## config.mk

```make
export PLATFORM = sky130hd
export DESIGN_NAME = scan_ctrl
export DESIGN_NICKNAME = d
export VERILOG_FILES = /design/src/rtl/scan_pkg.sv /design/src/rtl/scan_cnt.sv /design/src/rtl/scan_ctrl.sv
export SDC_FILE = /design/constraint.sdc
export NUM_CORES = 1
export LEC_CHECK = 0
export ABC_CLOCK_PERIOD_IN_PS = 2200
export CELL_PAD_IN_SITES_DETAIL_PLACEMENT = 0
export CELL_PAD_IN_SITES_GLOBAL_PLACEMENT = 1
export CORE_ASPECT_RATIO = 0.8
export CORE_MARGIN = 2
export CORE_UTILIZATION = 38
export CTS_CLUSTER_DIAMETER = 50
export CTS_CLUSTER_SIZE = 8
export DETAILED_ROUTE_END_ITERATION = 10
export PLACE_DENSITY_LB_ADDON = 0.08
export SYNTH_ARGS = -nofsm -noshare
export SYNTH_HDL_FRONTEND = slang
export SYNTH_HIERARCHICAL = 1
export SYNTH_SLANG_ARGS = --single-unit
export TNS_END_PERCENT = 30
```

## constraint.sdc

```tcl
create_clock -name CLK -period 2.2 [get_ports CLK]
set_input_delay 0.44 -clock CLK [delete_from_list [all_inputs] [get_ports CLK]]
set_output_delay 0.44 -clock CLK [all_outputs]
set_load 0.03 [all_outputs]
```

## src/rtl/scan_pkg.sv

```systemverilog
// Shared scan-control definitions: FSM state encoding and default chain length.
package scan_pkg;

    localparam int unsigned SCAN_N_DEFAULT = 8;

    typedef enum logic [1:0] {
        ST_IDLE    = 2'd0,
        ST_SHIFT   = 2'd1,
        ST_CAPTURE = 2'd2,
        ST_DONE    = 2'd3
    } state_t;

endpackage

```

## src/rtl/scan_cnt.sv

```systemverilog
// Shift bit counter: load-zero, increment, terminal-count flag at N-1.
// Incrementing at terminal count wraps to zero explicitly, so no overflow for any N.
module scan_cnt #(
    parameter int unsigned N = 8
) (
    input  logic                 clk,
    input  logic                 rst_n,
    input  logic                 clr,
    input  logic                 inc,
    output logic [$clog2(N)-1:0] cnt,
    output logic                 tc_c
);

    localparam int unsigned W = $clog2(N);

    // Terminal count marks the last shift cycle
    assign tc_c = (cnt == W'(N - 1));

    // Counter register
    always_ff @(posedge clk or negedge rst_n) begin
        if (!rst_n) begin
            cnt <= '0;
        end else if (clr) begin
            cnt <= '0;
        end else if (inc) begin
            cnt <= tc_c ? '0 : cnt + W'(1);
        end
    end

endmodule

```

## src/rtl/scan_ctrl.sv

```systemverilog
// Scan chain controller: shifts a pattern into the chain MSB first while
// collecting the old chain contents, with an optional capture cycle.
// Optional feature: define SCAN_CTRL_COMPARE_EN to add EXPECT/MISMATCH.
module scan_ctrl
    import scan_pkg::*;
#(
    parameter int unsigned N = SCAN_N_DEFAULT
) (
    input  logic         CLK,
    input  logic         CLR,
    input  logic         START,
    input  logic         CAP,
    input  logic [N-1:0] LOAD_DATA,
    input  logic         SCANOUT,
`ifdef SCAN_CTRL_COMPARE_EN
    input  logic [N-1:0] EXPECT,
    output logic         MISMATCH,
`endif
    output logic         TEST,
    output logic         HOLD,
    output logic         SCANIN,
    output logic [N-1:0] UNLOAD_DATA,
    output logic         BUSY,
    output logic         DONE
);

    localparam int unsigned CW = $clog2(N);

    state_t          state;
    state_t          state_nxt;
    logic [N-1:0]    pat_q;
    logic            cap_q;
    logic [CW-1:0]   cnt;
    logic            tc_c;
    logic            start_acc;
    logic            cnt_inc;
    logic [N-1:0]    unload_nxt;

    // START is only honoured in IDLE; anything else is dropped
    assign start_acc  = (state == ST_IDLE) && START;
    assign unload_nxt = {UNLOAD_DATA[N-2:0], SCANOUT};

    scan_cnt #(.N(N)) u_cnt (
        .clk   (CLK),
        .rst_n (CLR),
        .clr   (start_acc),
        .inc   (cnt_inc),
        .cnt   (cnt),
        .tc_c  (tc_c)
    );

    // State register
    always_ff @(posedge CLK or negedge CLR) begin
        if (!CLR) begin
            state <= ST_IDLE;
        end else begin
            state <= state_nxt;
        end
    end

    // Next-state logic
    always_comb begin
        state_nxt = state;
        case (state)
            ST_IDLE:    if (start_acc) state_nxt = ST_SHIFT;
            ST_SHIFT:   if (tc_c) state_nxt = cap_q ? ST_CAPTURE : ST_DONE;
            ST_CAPTURE: state_nxt = ST_DONE;
            ST_DONE:    state_nxt = ST_IDLE;
            default:    state_nxt = ST_IDLE;
        endcase
    end

    // Chain control decoded from registered state
    always_comb begin
        TEST    = 1'b0;
        HOLD    = 1'b1;
        SCANIN  = 1'b0;
        BUSY    = 1'b0;
        DONE    = 1'b0;
        cnt_inc = 1'b0;
        case (state)
            ST_SHIFT: begin
                TEST    = 1'b1;
                SCANIN  = pat_q[CW'(N - 1) - cnt];
                BUSY    = 1'b1;
                cnt_inc = 1'b1;
            end
            ST_CAPTURE: begin
                HOLD = 1'b0;
                BUSY = 1'b1;
            end
            ST_DONE: begin
                DONE = 1'b1;
                BUSY = 1'b1;
            end
            default: ;
        endcase
    end

    // Latch operation parameters and collect the shifted-out chain word
    always_ff @(posedge CLK or negedge CLR) begin
        if (!CLR) begin
            pat_q       <= '0;
            cap_q       <= 1'b0;
            UNLOAD_DATA <= '0;
        end else begin
            if (start_acc) begin
                pat_q <= LOAD_DATA;
                cap_q <= CAP;
            end
            if (state == ST_SHIFT) begin
                UNLOAD_DATA <= unload_nxt;
            end
        end
    end

`ifdef SCAN_CTRL_COMPARE_EN
    logic [N-1:0] expect_q;

    // Compare the unloaded word against the expectation as DONE is entered
    always_ff @(posedge CLK or negedge CLR) begin
        if (!CLR) begin
            expect_q <= '0;
            MISMATCH <= 1'b0;
        end else begin
            if (start_acc) begin
                expect_q <= EXPECT;
            end
            if (state_nxt == ST_DONE) begin
                MISMATCH <= (((state == ST_SHIFT) ? unload_nxt : UNLOAD_DATA) != expect_q);
            end
        end
    end
`endif

endmodule

```

-- After elaboration in Yosys (flattened, before gate mapping)
Index checks and enable logic that the tools add are counted.
- register bits after elaboration: 22
- output and inout bits: 13
- word-level logic and storage cells: 33
- $add $sub $neg: 2
- order comparisons: 1
- equal/unequal tests: 6
- mux-type cells: 14
- reductions and logical operators: 5
- operators by type and width (kind ; number):
    $mux 3 ; 3
    $pmux 2 s4 ; 1
    $mux 1 ; 7
    $eq 2x2->1 const B ; 2
    $lt 3x4->1 const B ; 1
    $mux 2 ; 2
    $add 3x1->3 const B ; 1
    $bmux 1 s3 ; 1
    $eq 3x3->1 const B ; 1
    $reduce_or 3->1 ; 1
    $sub 3x3->3 const A ; 1
    $eq 2x1->1 const B ; 1
    $logic_not 2->1 ; 1
    $ne 2x1->1 const B ; 1
    $ne 2x2->1 const B ; 1
    $reduce_and 2->1 ; 1
    $reduce_bool 2->1 ; 1
    $logic_and 1x1->1 ; 1

-- Longest topological paths before layout
Gate-level depths: netlist of the first run.
- depth after elaboration: 4
- depth in mapped cells: 6
- depth with buffers taken out: 5

-- Modules after synthesis
Netlist of the first run, hierarchy kept.
- by module, submodules not included (module ; instances ; cells each ; area an instance (µm²) ; sequential area each (µm²)):
    scan_ctrl ; 1 ; 63 ; 880.8 ; 475.5
    scan_cnt ; 1 ; 12 ; 151.4 ; 75.1

-- Worst setup path before layout of the first run
OpenSTA, ideal clock, no wires.
- path type: register -> output
- start point: reg state[1]
- end point: out SCANIN
- arrival: 2127 ps
- required time: 1760 ps
- slack: -367 ps
- cell stages (with the launch flop): 6
- buffers on the path: 1
- path through: dfrtp_1 -> inv_1 -> ha_1 -> buf_2 -> o31ai_1 -> a311oi_1
- cells in the longest elaborated chain, start to end: 2
- ends and longest elaborated chain (element ; RTL line ; RTL):
    from (decl) ; scan_ctrl.sv:29 ; state_t state;
    from (signal assigned) ; scan_ctrl.sv:57 ; state <= state_nxt;
    $eq 2x1->1 ; scan_ctrl.sv:81 ; case (state)
    $mux 1 ; scan_ctrl.sv:81 ;
    to (decl) ; scan_ctrl.sv:21 ; output logic SCANIN,
No other way between the ends.

-- Final worst setup path of the first run
- start point: reg u_cnt.cnt[2]
- end point: out SCANIN
- cells in the longest elaborated chain, start to end: 4
- ends and longest elaborated chain (element ; RTL line ; RTL):
    from (decl) ; scan_cnt.sv:10 ; output logic [$clog2(N)-1:0] cnt,
    from (signal assigned) ; scan_cnt.sv:26 ; cnt <= tc_c ? '0 : cnt + W'(1);
    $sub 3x3->3 ; scan_ctrl.sv:84 ; SCANIN = pat_q[CW'(N - 1) - cnt];
    $bmux 1 s3 ; scan_ctrl.sv:84 ;
    $mux 1 (implied by the code) ; scan_ctrl.sv:84 ;
    $mux 1 ; scan_ctrl.sv:81 ;
No other way between the ends. The select of a mux whose other input is x is not followed.

==> metrics.csv, run 1 <==
stage,metric,value,unit
layout,syn2layout_area_growth,35.2,%
worst_setup_path,rr_endpoint,pat_q[6],
worst_hold_path,hold_path.class,in2async,
clock_network,cts.sinks,22,
clock_network,max-clock-path-buffers,2,
synthesis,netlist.area_leader.share,53.3,%
clock_network,cts_buffers,3,
layout,final_util,55.3,%
synthesis,ys_types,18,
synthesis,syn_inst,75,
synthesis,yosys_warnings,6,
placed_design,io_buffers,25,
clock_network,worstSkewPairLatency,0.31,ns
power_and_ir_drop,ir_drop,0.748,mV
worst_setup_path,crit_type,reg2out,
drt,routed_wl,1.85,mm
clock_network,cts_tree,yes,
drt,via_per_inst,4.74,
worst_setup_path,worstSetupStartpointType,register,
worst_setup_path,critical_path_required,1.76,ns
run_status,status,completed,
sta,clock-skew-final,0.00112,ns
layout,final_area,1400,sq um
die,start_util,40.9,%
global_route,met1_usage,15.5,%
synthesis,synth_seq_cells,22,
die,row_count,16,
layout,fill_cells,241,
global_route,grt_max_degree,23,
power_and_ir_drop,power,2.21,mW
sta,max_freq,0.480,GHz
global_route,globalRoute.busiestLayer,met2,
worst_setup_path,cp_max_fo,5,
global_route,grt.met3_usage,5.16,%
synthesis,syn_nets,95,
sta,setup_violations,0,
worst_setup_path,rrSetupSlack,0.59,ns
layout,fin_cells,141,
worst_setup_path,cp-end-kind,primary output,
clock_network,cts_setup_buffers,0,
worst_setup_path,cp-startpoint,u_cnt/cnt[2],
sta,setup-tns-final,0,ns
drt,drtIter0Drc,16,
layout,layout-drive-gt1-share,29.5,%
drt,wl_per_cell,13.1,um
global_route,grt_overflow_total,0,
run,cap_violations,0,
sta,slew_headroom,69.1,%
global_route,track_usage,13.0,%
placed_design,place_area,1340,sq um
sta,finalCriticalPeriod,2.08,ns
sta,fin_crit_sh,94.6,%
die,core-area,2520,sq um
synthesis,synth_flop_cell,dfrtp_1,
sta,finalHoldViolations,0,
sta,rsz0062_at_grt,no,
drt,dr.pass1.iters,2,
synthesis,yosysMostFrequentCell,dfrtp_1,
synthesis,syn-mean-instance-area,13.8,sq um
synthesis,syn_area,1030,sq um
placed_design,post-dp-hpwl,1.32,mm
global_route,grt_antenna_before_repair,0,
die,die_w,62.3,um
worst_setup_path,crit_path_end,SCANIN,
clock_network,cts-root-buf,clkbuf_4,
worst_setup_path,rr_worst_depth,4,
global_route,grt_first_pass_wirelength,3.09,mm
placed_design,dp_cells,137,
global_route,grt_pass1_vias,682,
sta,layout_setup_ws,0.118,ns
drt,drc,0,
worst_setup_path,cp.arrival,1.64,ns
synthesis,ys_seq_area_share,53.3,%
synthesis,ys_top_cells_by_area,"dfrtp_1 (53%), mux2_2 (20%), ha_1 (8.5%), mux2i_1 (2.9%), inv_1 (2.2%)",
layout,diodes,0,
power_and_ir_drop,p_leak,0.616,nW
die,die_height,50.6,um
placed_design,routabilityCongestion,0.742,
sta,drv_slew,0,
sta,tightestPinTransition,0.463,ns
power_and_ir_drop,powerDensity,1580,nW/um^2
sta,holdWs,0.459,ns
worst_setup_path,r2r-start,state[0],
synthesis,synth_common_cells,"dfrtp_1 (22), mux2_2 (18), ha_1 (7), inv_1 (6), nor2_1 (4)",
drt,vias,669,
die,num_io_pins,26,
layout,finalNetCount,126,
synthesis,yosysTopAreaCell,dfrtp_1,
clock_network,cts.clk_slew.worst_paths,0.12,ns
synthesis,synth_edf_count,0,
drt,ant_nets,0,
die,dieArea,3150,sq um
placed_design,dp_slack,0.290,ns
synthesis,async_flop_share,100,%
global_route,use_met2,21.0,%
clock_network,h-tree-depth,1,
## registers in the layout, summed over array words and instances, names as in the netlist
name / cells
UNLOAD_DATA: 8
pat_q: 8
u_cnt/cnt: 3
state: 2
cap_q: 1
## power breakdown
part / internal [mW] / leakage (nW) / switching, mW
sequential: 0.615 / 0.262 / 0.154
clock: 0.184 / 0.0279 / 0.127
combinational: 0.566 / 0.326 / 0.564
total: 1.37 / 0.616 / 0.845
## layer usage
metal | wire length (um) | up-vias
li1 | - | 323
met1 | 902 | 324
met2 | 811 | 20
met3 | 119 | 2
met4 | 19 | 0
met5 | 0 | -
## timing repair
| item | CTS | global route |
|---|---|---|
| hold buffers | 0 | 0 |
| gates resized for setup | 3 | 2 |
| endpoints found under the setup margin | 3 | 1 |
## worst max-delay path, stage by stage (launching register included)
cell	delay (ns)
dfrtp_2	0.45
mux2_2	0.36
o31ai_1	0.27
a311oi_2	0.06
buf_4	0.18
## cell families (layout without fill, tap and decap cells)
kind of cell    Yosys count  in the layout  share of synthesized area [%]
flops                    22             22                           53.3
compound gates            5              5                           4.00
mux                      23             23                           25.8
buf+inv                   7             37                           2.67
fa+ha+maj                 7              7                           8.48
simple gates             11             11                           5.70
## worst min-delay path by stage
stage	start	endpoint	slack, ns
after global routing	CLR	UNLOAD_DATA[1]	0.47
after floorplan	CLR	UNLOAD_DATA[0]	0.14
after global placement	pat_q[7]	pat_q[7]	0.49
after CTS	CLR	UNLOAD_DATA[1]	0.47
after detailed placement	pat_q[1]	pat_q[1]	0.49
final	CLR	UNLOAD_DATA[1]	0.46
## final cells by class
class                           instances  area, sq um  share of cell area, %
Clock buffer                            3         22.5                   1.61
Clock inverter                          1         30.0                   2.15
Inverter                                6         22.5                   1.61
Multi-Input combinational cell         46          463                   33.2
Sequential cell                        22          553                   39.6
Tap cell                               36         45.0                   3.23
Timing Repair Buffer                   27          259                   18.6
## layout by cell type, fill, tap and decap left out, types with 2 or more instances in the layout
master           netlist  final
buf_4                  0      3
clkbuf_4               0      3
clkdlybuf4s50_1        0     21
dfrtp_1               22     20
dfrtp_2                0      2
dlygate4sd2_1          0      3
ha_1                   7      6
inv_1                  6      6
mux2_2                18     18
mux2i_1                3      3
nor2_1                 4      4
nor2b_1                3      3
o31ai_1                2      2
(Power assumes the default switching activity.)
==> inputs of run 2 (changes only) <==
SKIP_CTS_REPAIR_TIMING = 1   (was unset)
==> run 2 against run 1 <==
- critical endpoint unchanged
- clock power about the same
- sequential share of layout area decreased by 0.32 points
- largest cell class unchanged
- die area unchanged
- final cell count unchanged
- critical path type unchanged
- critical path depth unchanged
==> metrics.csv, run 2 (synthesized netlist as in run 1, its figures left out) <==
stage,metric,value,unit
worst_hold_path,hold_path.class,in2async,
worst_setup_path,rr_worst_depth,4,
sta,fin_crit_sh,94.7,%
run_status,status,completed,
layout,syn2layout_area_growth,36.2,%
sta,layout_setup_ws,0.117,ns
die,core-area,2520,sq um
drt,met2_length,813,um
sta,drv_slew,0,
power_and_ir_drop,swShare,38.0,%
worst_setup_path,crit_type,reg2out,
placed_design,io_buffers,25,
layout,register_area,553,sq um
die,row_count,16,
worst_setup_path,r2r-start,state[0],
run,cap_violations,0,
drt,vias,670,
clock_network,worstSkewPairLatency,0.31,ns
die,dieArea,3150,sq um
power_and_ir_drop,power,2.23,mW
drt,dr.pass1.iters,2,
sta,finalCriticalPeriod,2.08,ns
drt,wl_per_cell,13.2,um
layout,multiInputGateArea,463,sq um
sta,rsz0062_at_grt,no,
layout,layout_commonest_cell,clkdlybuf4s50_1,
clock_network,cts.sinks,22,
layout,layout-drive-gt1-share,29.5,%
worst_setup_path,rr_endpoint,pat_q[6],
sta,clock-skew-final,0.000947,ns
clock_network,max-clock-path-buffers,2,
global_route,grt_max_degree,23,
sta,holdWs,0.459,ns
sta,tightestPinTransition,0.463,ns
worst_setup_path,rrSetupSlack,0.59,ns
worst_setup_path,cp-end-kind,primary output,
worst_setup_path,cp.arrival,1.64,ns
worst_setup_path,cp_max_fo,5,
placed_design,post-dp-hpwl,1.32,mm
drt,ant_nets,0,
clock_network,cts_tree,yes,
global_route,grt_antenna_before_repair,0,
die,die_w,62.3,um
die,start_util,40.9,%
clock_network,h-tree-depth,1,
layout,final_area,1410,sq um
layout,finalNetCount,126,
sta,slew_headroom,69.1,%
drt,wl_met1,903,um
layout,diodes,0,
worst_setup_path,critical_path_required,1.76,ns
global_route,grt_overflow_total,0,
power_and_ir_drop,powerDensity,1580,nW/um^2
power_and_ir_drop,internal_power,1.38,mW
global_route,grt_first_pass_wirelength,3.11,mm
placed_design,routabilityCongestion,0.742,
power_and_ir_drop,p_sw,0.845,mW
global_route,grt_pass1_vias,688,
sta,finalHoldViolations,0,
sta,setup-tns-final,0,ns
die,num_io_pins,26,
power_and_ir_drop,seq_power_share,34.5,%
global_route,track_usage,13.0,%
power_and_ir_drop,pwr-share-clk,14.0,%
clock_network,cts_buffers,3,
drt,wl_met3,123,um
placed_design,place_area,1340,sq um
layout,layout_common_cells,"clkdlybuf4s50_1 (21), dfrtp_1 (20), mux2_2 (18)",
worst_setup_path,worstSetupStartpointType,register,
power_and_ir_drop,p_leak,0.638,nW
drt,top_layer_used,met4,
drt,drtIter0Drc,16,
die,die_height,50.6,um
drt,drc,0,
layout,reg_top3,"UNLOAD_DATA x8, pat_q x8, u_cnt/cnt x3",
power_and_ir_drop,ir_drop,0.748,mV
clock_network,cts-root-buf,clkbuf_4,
clock_network,cts.clk_slew.worst_paths,0.12,ns
layout,fill_cells,239,
drt,routed_wl,1.86,mm
placed_design,dp_slack,0.290,ns
drt,via_per_inst,4.75,
sta,setup_violations,0,
worst_setup_path,cp-startpoint,u_cnt/cnt[2],
power_and_ir_drop,combPwrFrac,51.5,%
sta,max_freq,0.480,GHz
## run 2: cell types whose count changed in the layout (fill, tap and decap cells not counted), sizes merged
cell          previous run  this run
dlygate4sd2              3         0
dlymetal6s2s             0         3
## run 2: power groups by stage
stage	clock [mW]	sequential [mW]	combinational (mW)
floorplan	0	0.887	0.651
global placement	0	0.767	1.14
detailed placement	0	0.777	1.16
CTS	0.320	0.771	1.17
global route	0.338	0.803	1.24
finish	0.311	0.769	1.15
## run 2: final cells by class
cell class / count / share of cell area, %
clock buffers: 3 / 1.60
clock inverters: 1 / 2.14
multi-input cells: 46 / 32.9
well taps: 36 / 3.20
repair buffers: 27 / 19.2
flip-flops and latches: 22 / 39.3
inverters: 6 / 1.60
## run 2: per-layer routing
layer  up-vias  global-route usage [%]
met5         -                       0
met4         0                    5.56
met3         2                    5.16
met2        20                    21.2
met1       325                    15.5
li1        323                       -
## run 2: critical path, stage by stage (launching register included)
cell,delay (ns)
dfrtp_2,0.45
mux2_2,0.36
o31ai_1,0.27
a311oi_2,0.06
buf_4,0.18
## run 2: how the worst max path moves through the flow
stage / to
after floorplan: SCANIN
after global placement: TEST
after detailed placement: TEST
after CTS: TEST
after global routing: SCANIN
final: SCANIN
## run 2: stage by stage
step           instances  util, %
2_1_floorplan         75        -
3_3_place_gp         137     53.3
3_5_place_dp         137     53.3
4_1_cts              141     55.4
5_1_grt              141     55.8
6_report             141     55.8
==> inputs of run 3 (changes only) <==
SLEW_MARGIN = 20   (was unset)
==> results of run 3 <==
No change in the layout: final DEF, timing and power equal those of run 2.
